## config.mk

```make
export PLATFORM = sky130hd
export DESIGN_NAME = quantum_scheduler
export DESIGN_NICKNAME = d
export VERILOG_FILES = /design/src/rtl/quantum_scheduler_pkg.sv /design/src/rtl/quantum_scheduler_proc_table.sv /design/src/rtl/quantum_scheduler.sv
export SDC_FILE = /design/constraint.sdc
export NUM_CORES = 1
export LEC_CHECK = 0
export ABC_CLOCK_PERIOD_IN_PS = 4900
export CAP_MARGIN = 20
export CELL_PAD_IN_SITES_DETAIL_PLACEMENT = 1
export CELL_PAD_IN_SITES_GLOBAL_PLACEMENT = 2
export CORE_MARGIN = 4
export CORE_UTILIZATION = 31
export CTS_CLUSTER_DIAMETER = 50
export DETAILED_ROUTE_END_ITERATION = 7
export PLACE_DENSITY_LB_ADDON = 0.1
export SLEW_MARGIN = 10
export SYNTH_ARGS = -nofsm -noshare
export SYNTH_HDL_FRONTEND = slang
export SYNTH_SLANG_ARGS = --single-unit
```

## constraint.sdc

```tcl
create_clock -name clk -period 4.9 [get_ports clk]
set_clock_uncertainty 0.2 [all_clocks]
set_input_delay 0.98 -clock clk [delete_from_list [all_inputs] [get_ports clk]]
set_output_delay 0.98 -clock clk [all_outputs]
set_load 0.02 [all_outputs]
```

## src/rtl/quantum_scheduler_pkg.sv

```systemverilog
// rtl/quantum_scheduler_pkg.sv - shared state encodings and defaults for the quantum scheduler
package quantum_scheduler_pkg;

    localparam logic [2:0] S_IDLE   = 3'd0;
    localparam logic [2:0] S_SELECT = 3'd1;
    localparam logic [2:0] S_LOAD   = 3'd2;
    localparam logic [2:0] S_LAUNCH = 3'd3;
    localparam logic [2:0] S_RUN    = 3'd4;

    localparam int NPROC_DEFAULT    = 4;
    localparam int PC_W_DEFAULT     = 32;
    localparam int SO_LIMIT_DEFAULT = 616;

endpackage

```

## src/rtl/quantum_scheduler_proc_table.sv

```systemverilog
// rtl/quantum_scheduler_proc_table.sv - per-slot saved PC and valid storage, single arbitrated write port
module quantum_scheduler_proc_table
    import quantum_scheduler_pkg::*;
#(
    parameter int NPROC = NPROC_DEFAULT,
    parameter int PC_W  = PC_W_DEFAULT,
    parameter int IDX_W = $clog2(NPROC)
) (
    input  logic             clk,
    input  logic             reset,
    input  logic             save_en,
    input  logic             clr_en,
    input  logic [IDX_W-1:0] run_idx,
    input  logic [PC_W-1:0]  save_pc,
    input  logic             reg_en,
    input  logic [IDX_W-1:0] reg_idx,
    input  logic [PC_W-1:0]  reg_pc,
    input  logic [IDX_W-1:0] rd_idx,
    output logic [PC_W-1:0]  rd_pc,
    output logic [NPROC-1:0] valid
);

    logic [PC_W-1:0] saved_pc [NPROC];

    // Running-slot updates (save or clear) own the port; registration only gets it when they are idle.
    always_ff @(posedge clk) begin
        if (save_en) begin
            saved_pc[run_idx] <= save_pc;
        end else if (reg_en && !clr_en) begin
            saved_pc[reg_idx] <= reg_pc;
        end
    end

    // Valid bits follow the same arbitration; a clear never touches the stored PC.
    always_ff @(posedge clk) begin
        if (reset) begin
            valid <= '0;
        end else if (save_en) begin
            valid[run_idx] <= 1'b1;
        end else if (clr_en) begin
            valid[run_idx] <= 1'b0;
        end else if (reg_en) begin
            valid[reg_idx] <= 1'b1;
        end
    end

    assign rd_pc = saved_pc[rd_idx];

endmodule

```

## src/rtl/quantum_scheduler.sv

```systemverilog
// rtl/quantum_scheduler.sv - round-robin process dispatcher that programs the PC quantum and jump target
module quantum_scheduler
    import quantum_scheduler_pkg::*;
#(
    parameter int NPROC    = NPROC_DEFAULT,
    parameter int PC_W     = PC_W_DEFAULT,
    parameter int SO_LIMIT = SO_LIMIT_DEFAULT
) (
    input  logic                     clk,
    input  logic                     reset,
    input  logic                     preempt,
    input  logic [PC_W-1:0]          preempt_pc,
    input  logic                     proc_done,
    input  logic                     so_dispatch,
    input  logic [PC_W-1:0]          so_qtm,
    input  logic                     reg_we,
    input  logic [$clog2(NPROC)-1:0] reg_idx,
    input  logic [PC_W-1:0]          reg_base,
    output logic [PC_W-1:0]          pcin,
    output logic                     jump,
    output logic [PC_W-1:0]          qtm,
    output logic                     flagQtm,
    output logic [$clog2(NPROC)-1:0] cur_proc,
    output logic                     busy,
    output logic                     no_ready
);

    localparam int IDX_W = $clog2(NPROC);
    localparam logic [PC_W-1:0] LIMIT = PC_W'(SO_LIMIT);

    logic [2:0]       state;
    logic [2:0]       state_nxt;
    logic [PC_W-1:0]  qtm_cap;
    logic [NPROC-1:0] valid_vec;
    logic [PC_W-1:0]  rd_pc;
    logic             hit;
    logic [IDX_W-1:0] hit_idx;
    logic [IDX_W-1:0] cand;
    logic             save_en;
    logic             clr_en;
    logic             reg_ok;

    // Round-robin pick: walk offsets from far to near so the nearest valid slot after cur_proc wins;
    // offset NPROC wraps to cur_proc itself, making it the last choice.
    always_comb begin
        hit     = 1'b0;
        hit_idx = cur_proc;
        cand    = cur_proc;
        for (int i = NPROC; i >= 1; i--) begin
            cand = cur_proc + IDX_W'(i);
            if (valid_vec[cand]) begin
                hit     = 1'b1;
                hit_idx = cand;
            end
        end
    end

    // Next-state decode; preempt/proc_done only matter while a process runs.
    always_comb begin
        state_nxt = state;
        case (state)
            S_IDLE:   if (so_dispatch) state_nxt = S_SELECT;
            S_SELECT: state_nxt = hit ? S_LOAD : S_IDLE;
            S_LOAD:   state_nxt = S_LAUNCH;
            S_LAUNCH: state_nxt = S_RUN;
            S_RUN:    if (proc_done || preempt) state_nxt = S_IDLE;
            default:  state_nxt = S_IDLE;
        endcase
    end

    // Context bookkeeping: proc_done beats preempt, and a preempt PC inside the OS image is treated as corrupt.
    always_comb begin
        save_en = (state == S_RUN) && preempt && !proc_done && (preempt_pc >= LIMIT);
        clr_en  = (state == S_RUN) && (proc_done || (preempt && (preempt_pc < LIMIT)));
        reg_ok  = reg_we && (reg_base >= LIMIT) && !((reg_idx == cur_proc) && (state != S_IDLE));
    end

    quantum_scheduler_proc_table #(
        .NPROC (NPROC),
        .PC_W  (PC_W),
        .IDX_W (IDX_W)
    ) u_table (
        .clk     (clk),
        .reset   (reset),
        .save_en (save_en),
        .clr_en  (clr_en),
        .run_idx (cur_proc),
        .save_pc (preempt_pc),
        .reg_en  (reg_ok),
        .reg_idx (reg_idx),
        .reg_pc  (reg_base),
        .rd_idx  (cur_proc),
        .rd_pc   (rd_pc),
        .valid   (valid_vec)
    );

    // State and registered outputs; pulses come from the state being left, values hold after the pulse.
    always_ff @(posedge clk) begin
        if (reset) begin
            state    <= S_IDLE;
            cur_proc <= '1;
            qtm_cap  <= '0;
            qtm      <= '0;
            pcin     <= '0;
            flagQtm  <= 1'b0;
            jump     <= 1'b0;
            no_ready <= 1'b0;
            busy     <= 1'b0;
        end else begin
            state    <= state_nxt;
            busy     <= (state_nxt != S_IDLE);
            flagQtm  <= (state == S_LOAD);
            jump     <= (state == S_LAUNCH);
            no_ready <= (state == S_SELECT) && !hit;
            if ((state == S_IDLE) && so_dispatch) qtm_cap  <= so_qtm;
            if ((state == S_SELECT) && hit)       cur_proc <= hit_idx;
            if (state == S_LOAD)                  qtm      <= qtm_cap;
            if (state == S_LAUNCH)                pcin     <= rd_pc;
        end
    end

endmodule
```

After elaboration in Yosys (flattened, before gate mapping)
Memory sizes are Yosys's and may differ from the RTL's. A register that Yosys moved wholly into a read port is not among the register bits.
Cells that the tools add are included.
Widths: inputs -> output; s select.
- magnitude comparators: 10
- shifts and indexed selects: 0
- bitwise logic cells: 4
- equality and inequality tests: 5
- add/sub/neg operators: 3
- multiplexer cells: 34
- div/mod/pow operators: 0
- reductions and logical operators: 27
- multiply operators: 0
- operators with widths (cell ; number):
    $ge 32x10->1 const B ; 2
    $lt 32x10->1 const B ; 1
    $mux 32 ; 1
    $reduce_or 32->1 ; 1
    $mux 1 ; 16
    $lt 2x3->1 const B ; 5
    $pmux 3 s5 ; 1
    $logic_and 1x1->1 ; 14
    $mux 4 ; 3
    $reduce_bool 3->1 ; 4
    $mux 2 ; 5
    $bmux 1 s2 ; 4
    $or 4x4->4 ; 2
    $eq 3x2->1 const B ; 2
    $mux 3 ; 2
    $add 2x2->2 const B ; 2
    $and 4x4->4 ; 1
    $demux 1 s2 ; 2
    $ge 2x1->1 const B ; 2
    $logic_not 1->1 ; 4
    $not 4->4 ; 1
    $eq 3x1->1 const B ; 1
    $eq 3x3->1 const B ; 1
    $logic_not 3->1 ; 1
    4 further kinds ; 5
- register bits: 77
- input port bits: 104
- memories: 1
- memory bits (writable): 128
- latch bits: 0
- memory bits (read-only): 0
- output and inout bits: 70
- memory list (name ; words ; bits a word ; read ports ; clocked after Yosys merged registers in ; wr ports ; RTL line ; source):
    u_table.saved_pc ; 4 ; 32 ; 1 ; 1 ; 1 ; quantum_scheduler_proc_table.sv:23 ; logic [PC_W-1:0] saved_pc [NPROC];

Logic depth before layout (Yosys ltp)
- depth in word-level cells: 11
- gate-level depth with buffers: 9
- mapped depth without buffers: 7

Modules after synthesis
From an unflattened synthesis, not the netlist that was laid out.
- cells, all modules: 745
- area, all modules: 9233.9 sq um
- by module, submodules not included (module ; sequential area each (sq um) ; times used ; area an instance (sq um) ; cells each):
    quantum_scheduler_proc_table ; 3923.8 ; 1 ; 5275.1 ; 235
    quantum_scheduler ; 2102.0 ; 1 ; 3958.8 ; 510

Worst setup path after synthesis
Ideal clock, no wire load.
- path kind: input to register
- from: in reg_base[31]
- to: mem u_table.saved_pc[0][0] (netlist bit) (enable)
- path slack: -272 ps
- cell stages on the path: 7
- buffers on the path: 1
- data required time: 4239 ps
- arrival: 4510 ps
- cells stage by stage: nor4_1 > nand4_1 > o311ai_4 > nor2b_2 > buf_6 > mux2_4 > nor3_1
- cells in the longest elaborated chain, start to end: 9
- elaborated cells between the ends (all ways): 10
- those cells by class: order compare (1); mux (5); reduce/logical (4)
- ends and longest elaborated chain (element ; RTL line ; source):
    from (decl) ; quantum_scheduler.sv:18 ; input logic [PC_W-1:0] reg_base,
    $ge 32x10->1 * ; quantum_scheduler.sv:75 ; reg_ok = reg_we && (reg_base >= LIMIT) && !((reg_idx == cur_proc) && (state != S_IDLE));
    $logic_and 1x1->1 * (2 in series) ; quantum_scheduler.sv:75 ;
    $logic_and 1x1->1 * ; quantum_scheduler_proc_table.sv:29 ; end else if (reg_en && !clr_en) begin
    $mux 1 * ; quantum_scheduler_proc_table.sv:29 ;
    $mux 1 * ; quantum_scheduler_proc_table.sv:27 ; if (save_en) begin
    $mux 1 (implied by the code) * ; quantum_scheduler_proc_table.sv:30 ; saved_pc[reg_idx] <= reg_pc;
    $reduce_or 32->1 (no source line) ; - ;
    $mux 2 (no source line) or $mux 1 (tied branches) ; - ;
    to (decl) ; quantum_scheduler_proc_table.sv:23 ;
Every way passes the cells marked *; elsewhere a longest branch is shown, timed or not.

Final worst setup path
- from: in reg_base[31]
- to: mem u_table.saved_pc[1][28] (netlist bit) (enable)
The elaborated chain is that of the path after synthesis.

==> results.cfg <==
[status]
status = finished clean

[clock_network]
post_cts_resized = 0
cts.clk_slew.worst_paths_ns = 0.05
clock-sinks = 237
hold_buffers = 0
post_cts_buffers = 0
cts_tree = yes
worstSkewPairLatency_ns = 0.50
cts.path.max_buffers = 3
htreeDepth = 2
cts-root-buf = clkbuf_16
cts_made_buffers = 36

[synthesis]
synth_edf_count = 128
synth_top_area_share = 0.4066
synth_seq_cells = 237
synthTopCellsByArea = edfxtp_1 41%, dfxtp_1 23%, nand2_1 7.9%
yosysUniqueCellTypes = 45
yosys_warnings = 0
avgSynthCellArea_sq_um = 12.37
netlist_area_sq_um = 9454
ys_seq_area_frac = 0.6374
synthFlopType = edfxtp_1
async_reset_ff_frac = 0
synth_most_common_cell = nand2_1
yosys-top-cells-count = 200 x nand2_1, 128 x edfxtp_1, 109 x dfxtp_1, 103 x a21oi_1, 35 x clkbuf_1
syn-num-nets = 872
netlist_instances = 764
synth.largest_area_cell = edfxtp_1

[placed_design]
dp_hpwl_microns = 18100
io_buffers = 173
place_area_sq_um = 11660
dpl.cell_count = 1292
gp_congestion = 0.7674

[global_route]
grt_pass1_vias = 7117
grtUsageTotal = 0.1612
grt_max_degree = 66
antenna_found_initial = 0
grt-ovfl-total = 0
grt_pass1_wl_microns = 42060

[timing]
fin_tns_setup_ns = 0
hold_violations = 0
clock.fmax_mhz = 268.3
fin_crit_sh = 0.7608
worst_slew_pin_slew_ns = 0.8586
worst_hold_slack_ns = 0.2473
fin_crit_ns = 3.728
setup_viol = 0
rsz0062_at_grt = no
slew-limit-headroom = 0.4227
report.final.slew_viol_count = 0

[min_path]
hold_depth = 2
holdCritStartpoint = qtm_cap[6]
hold_path.class = reg -> reg
hold_path_end = qtm[6]

[setup_path]
cp_slowest_stage_delay_ns = 0.54
r2r_start = state[2]
required_ns = 4.86
reg2reg_to = u_table.saved_pc[3][31]
slowest_stage = nor4_1
crit_path_cell_trace = clkdlybuf4s50_1 > nor4_1 > nand4_1 > o311ai_4 > nor2b_4 > mux2_4 > nor3_2 > buf_4
path_buf_inv = 2
rr_worst_depth = 6
worst-path-max-fanout = 16
worstPathArrival_ns = 3.69
r2r_slack_ns = 1.81
start_kind = input pin
critPathTopFamily = simple AND/OR/NAND/NOR gates
critPathKind = in -> reg
cp-end-kind = flop

[pwr]
combinationalPowerShare = 0.151
p_clk_frac = 0.440
power.internal_uw = 4312
finalPower_uw = 5724
powerDensity_nw_per_um2 = 445.2
power.switching_uw = 1411
leakage_uw = 0.004476
vdd_ir_drop_max_v = 0.0002163
pwr-share-seq = 0.409
swShare = 0.2466

[layout]
stdcell_count = 1355
area_growth_pct = 35.97
finalInstanceArea_sq_um = 12850
antenna_cells = 0
drive_gt1_frac = 0.1534
nNetsFinal = 1048

[route]
wl_per_cell_microns = 20.09
wl_microns = 27230
num_vias = 6605
drt-pass1-iter-count = 4
drc = 0
vias_per_cell = 4.875
drt_iter0_drc = 355
ant_nets = 0

[floorplanning]
core-area_sq_um = 29870
pin_count = 174
fp.dieW_microns = 182.6
die_area_sq_um = 33360
initial_core_util = 0.3165
rows = 63
die_y_microns = 182.6

[flow_run]
maxCapViolCount = 0
cell families after synthesis:
| group | synth area share |
|---|---|
| AOI/OAI and AO/OA | 0.08258 |
| xor gates and xnor gates | 0.001853 |
| adders and majority gates | 0.005294 |
| buffers and inverters | 0.02673 |
| DFF | 0.6374 |
| muxes | 0.1343 |
| and+or+nand+nor | 0.1118 |
stage by stage:
stage / worst slack (ns) / utilization
6_report: 1.172 / 0.4303
5_1_grt: 1.004 / 0.4303
4_1_cts: 1.084 / 0.4303
3_5_place_dp: 0.5646 / 0.3904
3_3_place_gp: 0.5904 / 0.3895
2_1_floorplan: -0.2715 / -
power groups by stage:
stage,sequential [uW],clock [uW],combinational (uW)
6_report,2340,2520,863
5_1_grt,2360,2700,945
4_1_cts,2340,2600,885
3_5_place_dp,2380,0,880
3_3_place_gp,2370,0,860
2_1_floorplan,2380,0,536
tightest hold or removal path: stages, from the launching register on:
cell     delay, ns
dfxtp_1       0.30
nand2_1       0.05
a21oi_1       0.05
routing by layer:
metal / share of wire / vias up / global-route usage
met4: 0.016 / 0 / 0.03783
li1: - / 3106 / -
met3: 0.045 / 37 / 0.02990
met2: 0.49 / 143 / 0.2787
met1: 0.44 / 3319 / 0.2103
met5: 0 / - / 0
sequential cells by signal, summed over array words and instances (netlist names):
signal / cells
u_table.saved_pc: 128
pcin: 32
qtm: 32
qtm_cap: 32
u_table.valid: 4
state: 3
cur_proc: 2
busy: 1
flagQtm: 1
jump: 1
no_ready: 1
worst max-delay path by stage:
stage                 start  cells past startpoint                      end  slack (ns)
2_1_floorplan  reg_base[31]                      7   u_table.saved_pc[0][0]       -0.27
3_3_place_gp   reg_base[31]                      8  u_table.saved_pc[0][16]        0.59
6_report       reg_base[31]                      8  u_table.saved_pc[1][28]        1.17
5_1_grt        reg_base[31]                      8  u_table.saved_pc[1][28]        1.00
3_5_place_dp   reg_base[31]                      8  u_table.saved_pc[1][16]        0.56
4_1_cts        reg_base[31]                      8  u_table.saved_pc[1][28]        1.08
layout by cell type (no fill, tap or decap), types with 3 or more instances in the layout:
| master | n |
|---|---|
| clkinv_2 | 6 |
| a31oi_1 | 3 |
| a211oi_1 | 4 |
| clkbuf_8 | 3 |
| a21o_1 | 6 |
| edfxtp_1 | 128 |
| mux2i_1 | 5 |
| bufinv_16 | 4 |
| clkbuf_16 | 37 |
| buf_4 | 14 |
| nor3b_1 | 3 |
| clkdlybuf4s50_1 | 172 |
| dfxtp_1 | 107 |
| mux2_4 | 31 |
| a2bb2oi_1 | 4 |
| clkinvlp_4 | 3 |
| inv_1 | 5 |
| nand2_1 | 200 |
| nor4_1 | 9 |
| mux4_2 | 32 |
| and2_1 | 3 |
| clkbuf_1 | 6 |
| ha_1 | 4 |
| nor2_1 | 17 |
| nor3_1 | 5 |
| buf_12 | 3 |
| a21oi_1 | 103 |
| mux2_2 | 3 |
| o21ai_0 | 8 |
layout make-up:
cell class,count,area (sq um)
timing repair buffer,190,1914
clock buffer,46,989.7
multi-input combinational,470,3213
tap,390,488.0
inverter,5,18.77
sequential,237,6028
clock inverter,17,202.7
fill,3120,17020
(Power assumes the default switching activity.)
